==> config.mk <==
export PLATFORM = sky130hd
export DESIGN_NAME = dot_mac
export DESIGN_NICKNAME = d
export VERILOG_FILES = /design/src/rtl/dot_mac_pkg.sv /design/src/rtl/multiplier.sv /design/src/rtl/dot_mac.sv
export SDC_FILE = /design/constraint.sdc
export NUM_CORES = 1
export LEC_CHECK = 0
export ABC_AREA = 1
export BUFFER_PORTS_ARGS = -buffer_cell sky130_fd_sc_hd__buf_2
export CORE_MARGIN = 4
export CORE_UTILIZATION = 40
export CTS_CLUSTER_DIAMETER = 60
export DETAILED_ROUTE_END_ITERATION = 8
export SETUP_SLACK_MARGIN = 0.1
export SLEW_MARGIN = 20
export SYNTH_ARGS = -nofsm -noshare
export SYNTH_HDL_FRONTEND = slang
export SYNTH_HIERARCHICAL = 1
export SYNTH_SLANG_ARGS = --single-unit
==> constraint.sdc <==
create_clock -name clk -period 4.9 [get_ports clk]
set_clock_uncertainty 0.05 [all_clocks]
set_input_delay 0.245 -clock clk [delete_from_list [all_inputs] [get_ports clk]]
set_output_delay 0.245 -clock clk [all_outputs]
set_load 0.05 [all_outputs]
==> src/rtl/dot_mac_pkg.sv <==
// Shared types and default sizing for the dot_mac streaming multiply-accumulate block.
package dot_mac_pkg;

    localparam int unsigned DEF_N   = 5;
    localparam int unsigned DEF_LEN = 4;

    typedef enum logic [1:0] {
        ST_IDLE,
        ST_ACCUM,
        ST_FLUSH,
        ST_DONE
    } dot_mac_state_t;

endpackage

==> src/rtl/multiplier.sv <==
// Combinational unsigned array multiplier: p = a * b, built from shifted partial products.
module multiplier #(
    parameter int unsigned N = 5
) (
    input  logic [N-1:0]   a,
    input  logic [N-1:0]   b,
    output logic [2*N-1:0] p
);

    always_comb begin
        p = '0;
        for (int i = 0; i < int'(N); i++) begin
            if (b[i]) begin
                p = p + ((2*N)'(a) << i);
            end
        end
    end

endmodule

==> src/rtl/dot_mac.sv <==
// Streaming dot-product MAC: accumulates x*y beats until in_last or LEN terms, then presents the sum.
// Build option DOT_MAC_PIPE_EN registers the product ahead of the adder (one extra cycle of latency).
module dot_mac
    import dot_mac_pkg::*;
#(
    parameter  int unsigned N      = DEF_N,
    parameter  int unsigned LEN    = DEF_LEN,
    localparam int unsigned PROD_W = 2 * N,
    localparam int unsigned ACC_W  = 2 * N + $clog2(LEN),
    localparam int unsigned CNT_W  = $clog2(LEN + 1)
) (
    input  logic             clk,
    input  logic             rst,
    input  logic             in_valid,
    output logic             in_ready,
    input  logic [N-1:0]     x,
    input  logic [N-1:0]     y,
    input  logic             in_last,
    output logic             out_valid,
    input  logic             out_ready,
    output logic [ACC_W-1:0] acc_out,
    output logic [CNT_W-1:0] term_cnt
);

    logic [PROD_W-1:0] prod;
    multiplier #(.N(N)) u_mul (.a(x), .b(y), .p(prod));

    dot_mac_state_t    state_q, state_d;
    logic [ACC_W-1:0]  acc_q, acc_d;
    logic [CNT_W-1:0]  cnt_q, cnt_d, cnt_inc;
    logic              out_valid_q, out_valid_d;
    logic              accept, term;
    logic [PROD_W-1:0] add_in;
    logic              add_en, add_first, flush_done;
    dot_mac_state_t    term_state;

    // Ready is a decode of the state register, held low for the whole reset pulse.
    assign in_ready = ~rst & ((state_q == ST_IDLE) | (state_q == ST_ACCUM));
    assign accept   = in_valid & in_ready;
    assign cnt_inc  = (state_q == ST_IDLE) ? CNT_W'(1) : cnt_q + CNT_W'(1);
    assign term     = in_last | (cnt_inc == CNT_W'(LEN));

`ifdef DOT_MAC_PIPE_EN
    logic [PROD_W-1:0] p_q;
    logic              p_valid_q, p_first_q, p_term_q;

    // Product stage: the adder consumes the previous beat's product one cycle later.
    always_ff @(posedge clk or posedge rst) begin
        if (rst) begin
            p_q       <= '0;
            p_valid_q <= 1'b0;
            p_first_q <= 1'b0;
            p_term_q  <= 1'b0;
        end else begin
            p_q       <= prod;
            p_valid_q <= accept;
            p_first_q <= (state_q == ST_IDLE);
            p_term_q  <= accept & term;
        end
    end

    assign add_in     = p_q;
    assign add_en     = p_valid_q;
    assign add_first  = p_first_q;
    assign flush_done = p_term_q;
    assign term_state = ST_FLUSH;
`else
    assign add_in     = prod;
    assign add_en     = accept;
    assign add_first  = (state_q == ST_IDLE);
    assign flush_done = 1'b0;
    assign term_state = ST_DONE;
`endif

    always_ff @(posedge clk or posedge rst) begin
        if (rst) begin
            state_q     <= ST_IDLE;
            acc_q       <= '0;
            cnt_q       <= '0;
            out_valid_q <= 1'b0;
        end else begin
            state_q     <= state_d;
            acc_q       <= acc_d;
            cnt_q       <= cnt_d;
            out_valid_q <= out_valid_d;
        end
    end

    // Next state and datapath; the first product of a sum loads rather than adds.
    always_comb begin
        state_d     = state_q;
        acc_d       = acc_q;
        cnt_d       = cnt_q;
        out_valid_d = 1'b0;
        if (add_en) begin
            acc_d = add_first ? ACC_W'(add_in) : acc_q + ACC_W'(add_in);
        end
        if (accept) begin
            cnt_d = cnt_inc;
        end
        case (state_q)
            ST_IDLE, ST_ACCUM: begin
                if (accept) begin
                    state_d = term ? term_state : ST_ACCUM;
                end
            end
            ST_FLUSH: begin
                if (flush_done) begin
                    state_d = ST_DONE;
                end
            end
            ST_DONE: begin
                if (out_ready) begin
                    state_d = ST_IDLE;
                end
            end
            default: state_d = ST_IDLE;
        endcase
        out_valid_d = (state_d == ST_DONE);
    end

    assign out_valid = out_valid_q;
    assign acc_out   = acc_q;
    assign term_cnt  = cnt_q;

endmodule

Word-level counts from Yosys, hierarchy flattened:

Index checks and enable logic that the tools add are counted.

* register bits: 18
* input port bits: 15

* add/sub/neg operators: 6
* equal/unequal tests: 5
* mux-type cells: 11
* bitwise logic cells: 5
* reductions and logical operators: 2

Operator list (number)
* $mux W10: 4
* $add A12 B10 Y12: 1
* $mux W12: 1
* $add A10 B6 Y10: 1
* $add A10 B7 Y10: 1
* $add A10 B8 Y10: 1
* $add A10 B9 Y10: 1
* $eq A2 B2 Y1 const B: 3
* $mux W2: 3
* $pmux W2 S3: 1
* $mux W5: 1
* $add A3 B1 Y3 const B: 1
* $eq A3 B3 Y1 const B: 1
* $mux W3: 1
* $and A1 B1 Y1: 2
* $eq A2 B1 Y1 const B: 1
* $logic_not A2 Y1: 1
* $or A1 B1 Y1: 2
* $reduce_or A2 Y1: 1
* $not A1 Y1: 1

Depth between registers and ports, before layout:

* depth in word-level cells: 11
* gate-level depth with buffers: 42
* gate-level depth less buffers: 41

Hierarchy:

The synthesis kept the hierarchy.

By module, submodules not included
* dot_mac: times used 1, cells each 213, area an instance 1453.9 um2, seq. area each 450.4 um2
* multiplier: times used 1, cells each 164, area an instance 1052.3 um2, seq. area each 0.0 um2

Worst setup path after synthesis:

OpenSTA, ideal clock, no wires.

* path kind: input to register
* start point: in y[0]
* end point: reg acc_q[9] (netlist: acc_out[9])
* library setup time: 118 ps
* arrival: 4840 ps
* path slack: -108 ps
* stages: 31
* path buffers: 1
* cells stage by stage: buf_6 nand2_1 inv_1 ha_1 ha_1 nand2_1 o21ai_0 ha_1 fa_1 or2_2 o21ai_2 inv_1 ha_1 fa_1 xnor2_1 nand2_1 and2_1 fa_1 nand3_1 nand2_1 xnor2_1 o21ai_0 ha_1 nand2_1 inv_1 a21oi_1 nand3_1 nand2_1 nand3_1 nand2_1 nand2_1

* cells in the longest elaborated chain, start to end: 11

Ends and longest elaborated chain
* start: declaration: line dot_mac.sv:17 `input logic [N-1:0] y,`
* $mux W5 *: line multiplier.sv:13 `if (b[i]) begin`
* $add A10 B6 Y10: line multiplier.sv:14 `p = p + ((2*N)'(a) << i);`
* $mux W10 *: line multiplier.sv:13
* $add A10 B7 Y10: line multiplier.sv:14
* $mux W10 *: line multiplier.sv:13
* $add A10 B8 Y10: line multiplier.sv:14
* $mux W10 *: line multiplier.sv:13
* $add A10 B9 Y10: line multiplier.sv:14
* $mux W10 *: line multiplier.sv:13
* via add_in[8]: line dot_mac.sv:33 `logic [PROD_W-1:0] add_in;`
* $add A12 B10 Y12 *: line dot_mac.sv:96 `acc_d = add_first ? ACC_W'(add_in) : acc_q + ACC_W'(add_in);`
* $mux W12 *: line dot_mac.sv:96
* end signal: assignment: line dot_mac.sv:78 `acc_q <= '0;`
* end signal: assignment: line dot_mac.sv:83 `acc_q <= acc_d;`
* end: declaration: line dot_mac.sv:29 `logic [ACC_W-1:0] acc_q, acc_d;`

The timed path passes the listed nets; every way through them passes the cells marked *.
A chain may end at the register's enable or synchronous reset.

Final worst setup path:

* start point: in x[1]
* end point: reg acc_q[10] (netlist: acc_out[10])

* cells in the longest elaborated chain, start to end: 11

Ends and longest elaborated chain
* start: declaration: line dot_mac.sv:16 `input logic [N-1:0] x,`
* $mux W5: line multiplier.sv:13
* $add A10 B6 Y10: line multiplier.sv:14
* $mux W10: line multiplier.sv:13
* $add A10 B7 Y10: line multiplier.sv:14
* $mux W10: line multiplier.sv:13
* $add A10 B8 Y10: line multiplier.sv:14
* $mux W10: line multiplier.sv:13
* $add A10 B9 Y10: line multiplier.sv:14
* $mux W10 *: line multiplier.sv:13
* via add_in[8]: line dot_mac.sv:33
* $add A12 B10 Y12 *: line dot_mac.sv:96
* $mux W12 *: line dot_mac.sv:96

Marked as above.

==> reports/results.tsv <==
metric	value	unit
Post-Syn Area per Cell	6.648	µm²
crit path time final	4.752	ns
Multi-input gate area	2117	µm²
Mapped Nets	426	
register area	450.4	µm²
Die Area	7596	µm²
CTS root buf	clkbuf_8	
most frequent cell on the critical path	ha_4	
Layout Nets	506	
register share of total power	0.167	
worst-path fanout max	4	
Pre-antenna DRT Iters	5	
grt total ovfl	0	
cell area after synthesis	2506	µm²
P_sw	0.9546	mW
final core utilization	0.5785	
H-tree depth	1	
Worst-path clk slew	0.08	ns
Initial Util	0.4183	
row cnt	28	
register bit total from synthesis	18	
initial antenna violation count	0	
ant diodes	0	
Final ANT Viol Nets	0	
Core Area	5991	µm²
IO Port Bufs	31	
Via Count	2633	
first-pass GRT wire length	11.27	mm
RSZ-0062 raised after global routing	yes	
crit path buf inv count	4	
cell area after layout	3466	µm²
WL/cell	13.04	µm
critical path endpoint category	flip-flop	
Max Slew Vio Count	0	
Num CTS Buffers	3	
combinational fraction of design power	0.757	
GP Congestion	0.8320	
Cells after Synth	377	
Max Cap Viol	0	
Max clock buf depth	2	
post-synth cell types	35	
CTS sink count	18	
Boundary Pins	32	
power share of the clock group	0.075	
layout filler cell count	581	
Final Setup Violations	0	
Hold Buf Count CTS	0	
Layout area overhead	38.29	%
PD cells	498.2	nW/µm²
layout cells sized above 1	0.3947	
Iter 0 DRT Violations	119	
Cell Area, Placed	3085	µm²
setup tns final	0	ns
ranking of synthesized cells by area	dfrtp_1 18%, nand2_1 17%, ha_1 15%, inv_1 7.5%, nand3_1 6.8%	
Tot GR Track Use	0.1822	
HPWL Detailed	5.246	mm
vias in the first global route	2448	
design internal power	0.7721	mW
Vias per Instance	4.959	
final worst-path cycle share	0.9699	
largest net degree at the start of global routing	19	
WP data arrival	4.86	ns
leakage power figure	1.883	nW
final cell count without fillers	531	
sequential area share after synthesis	0.1797	
DRC	0	
Die X	87.16	µm
CP required	5.01	ns
worst vdd ir	0.0004088	V
fmax	210.4	MHz
Final Hold Fails	0	
largest area contributor in the netlist	dfrtp_1	
yosys warns	6	
Crit Path Category	in2reg	
later-pin clock latency in the skew report	0.26	ns
min-delay worst type	in2async	
crit-path max cell delay	0.48	ns
placed cells	520	
status	finished clean	
startpoint types	input port	
Synth top area share	0.1797	
final wirelength	6.926	mm
Slew HR	0.4811	
switching fraction of total power	0.5529	
CTS tree	built	
Slowest-stage cell, CP	fa_1	
crit-path leading delay family	adder cells	
die height	87.16	µm
worst slew pin tran	0.7775	ns
==> what timing repair did <==
action	CTS	global route
buffers inserted	1	6
pin swaps	8	37
setup endpoints to repair	4	5
resized for setup	8	54
==> stage by stage <==
step	power, mW	worst slack (ns)	hold slack [ns]
after floorplan	1.148	0.04454	0.1336
after global placement	1.449	-0.2536	0.3896
after detailed placement	1.463	-0.2865	0.3964
after CTS	1.616	0.1046	0.1106
after global routing	1.890	-0.1081	0.1608
final	1.727	0.1475	0.09409
==> registers in the layout, summed over array words and instances, names as in the netlist <==
signal	flops
acc_out	12
out_valid	1
state_q	2
term_cnt	3
==> cells in the mapped netlist, drive strengths merged <==
cell / number
nand4: 5
clkinv: 1
a22o: 1
buf: 5
nand3: 43
nor3b: 1
xnor2: 4
a21o: 4
ha: 30
inv: 52
and2: 3
nand2: 126
fa: 4
nand3b: 2
a31oi: 1
o21ai: 17
nor2: 27
dfrtp: 18
a21oi: 25
a21boi: 1
or2: 2
nor3: 1
xor2: 4
==> metal layers <==
metal | vias up | wire length, µm | part of all wire | global-route usage
li1 | 1380 | - | - | -
met4 | 0 | 30 | 0.0043 | 0.01674
met2 | 53 | 3333 | 0.48 | 0.3085
met1 | 1196 | 3267 | 0.47 | 0.2569
met3 | 4 | 294 | 0.042 | 0.02365
met5 | - | 0 | 0 | 0
==> cell families after synthesis <==
family                     after synthesis  synth area share
adders and majority gates               34            0.1817
and+or+nand+nor                        210            0.3994
DFF                                     18            0.1797
AOI/OAI and AO/OA                       49            0.1138
buffers and inverters                   58           0.09736
xor gates and xnor gates                 8           0.02796
==> worst reg2reg max path: stages (launching register included) <==
cell     delay (ns)
dfrtp_1        0.38
ha_1           0.24
inv_1          0.08
fa_1           0.40
inv_1          0.13
nand3_1        0.08
nand3_1        0.13
nand2_1        0.11
nand3_1        0.09
nand3_1        0.08
nand2_1        0.07
nand2_1        0.04
==> path summary, 6_finish.rpt <==
| path | from | cells past startpoint | to | slack [ns] |
|---|---|---|---|---|
| worst min-delay path | rst | 2 | acc_out[11] | 0.09 |
| worst max register to register | acc_out[0] | 11 | acc_out[8] | 2.92 |
| worst max-delay path | x[1] | 30 | acc_out[10] | 0.15 |
| max in group asynchronous | rst | 2 | acc_out[10] | 4.22 |
| min in group clk | out_ready | 4 | state_q[0] | 0.21 |
| worst min register to register | term_cnt[1] | 2 | term_cnt[1] | 0.48 |
==> final cells by class <==
type	count	share of cell area
multi-input cells	301	0.6108
repair buffers	80	0.1574
flip-flops and latches	18	0.1300
inverters	53	0.05884
well taps	75	0.02708
clock buffers	4	0.01588
==> layout by cell type (no fill, tap or decap), drive strengths merged, types with 2 or more instances in the layout <==
cell and instances:
a21o 4, a21oi 25, and2 3, buf 80, clkbuf 4, dfrtp 18, fa 4, ha 30
inv 52, nand2 126, nand3 43, nand3b 2, nand4 5, nor2 27, o21ai 17, or2 2
xnor2 4, xor2 4
==> power by group through the flow <==
stage	Sequential, mW	Clock (mW)	Combinational [mW]
floorplan	0.495	0	0.653
global placement	0.284	0	1.16
detailed placement	0.287	0	1.18
CTS	0.284	0.132	1.20
global route	0.301	0.138	1.45
finish	0.288	0.130	1.31
Power figures use the tool's default switching activity.
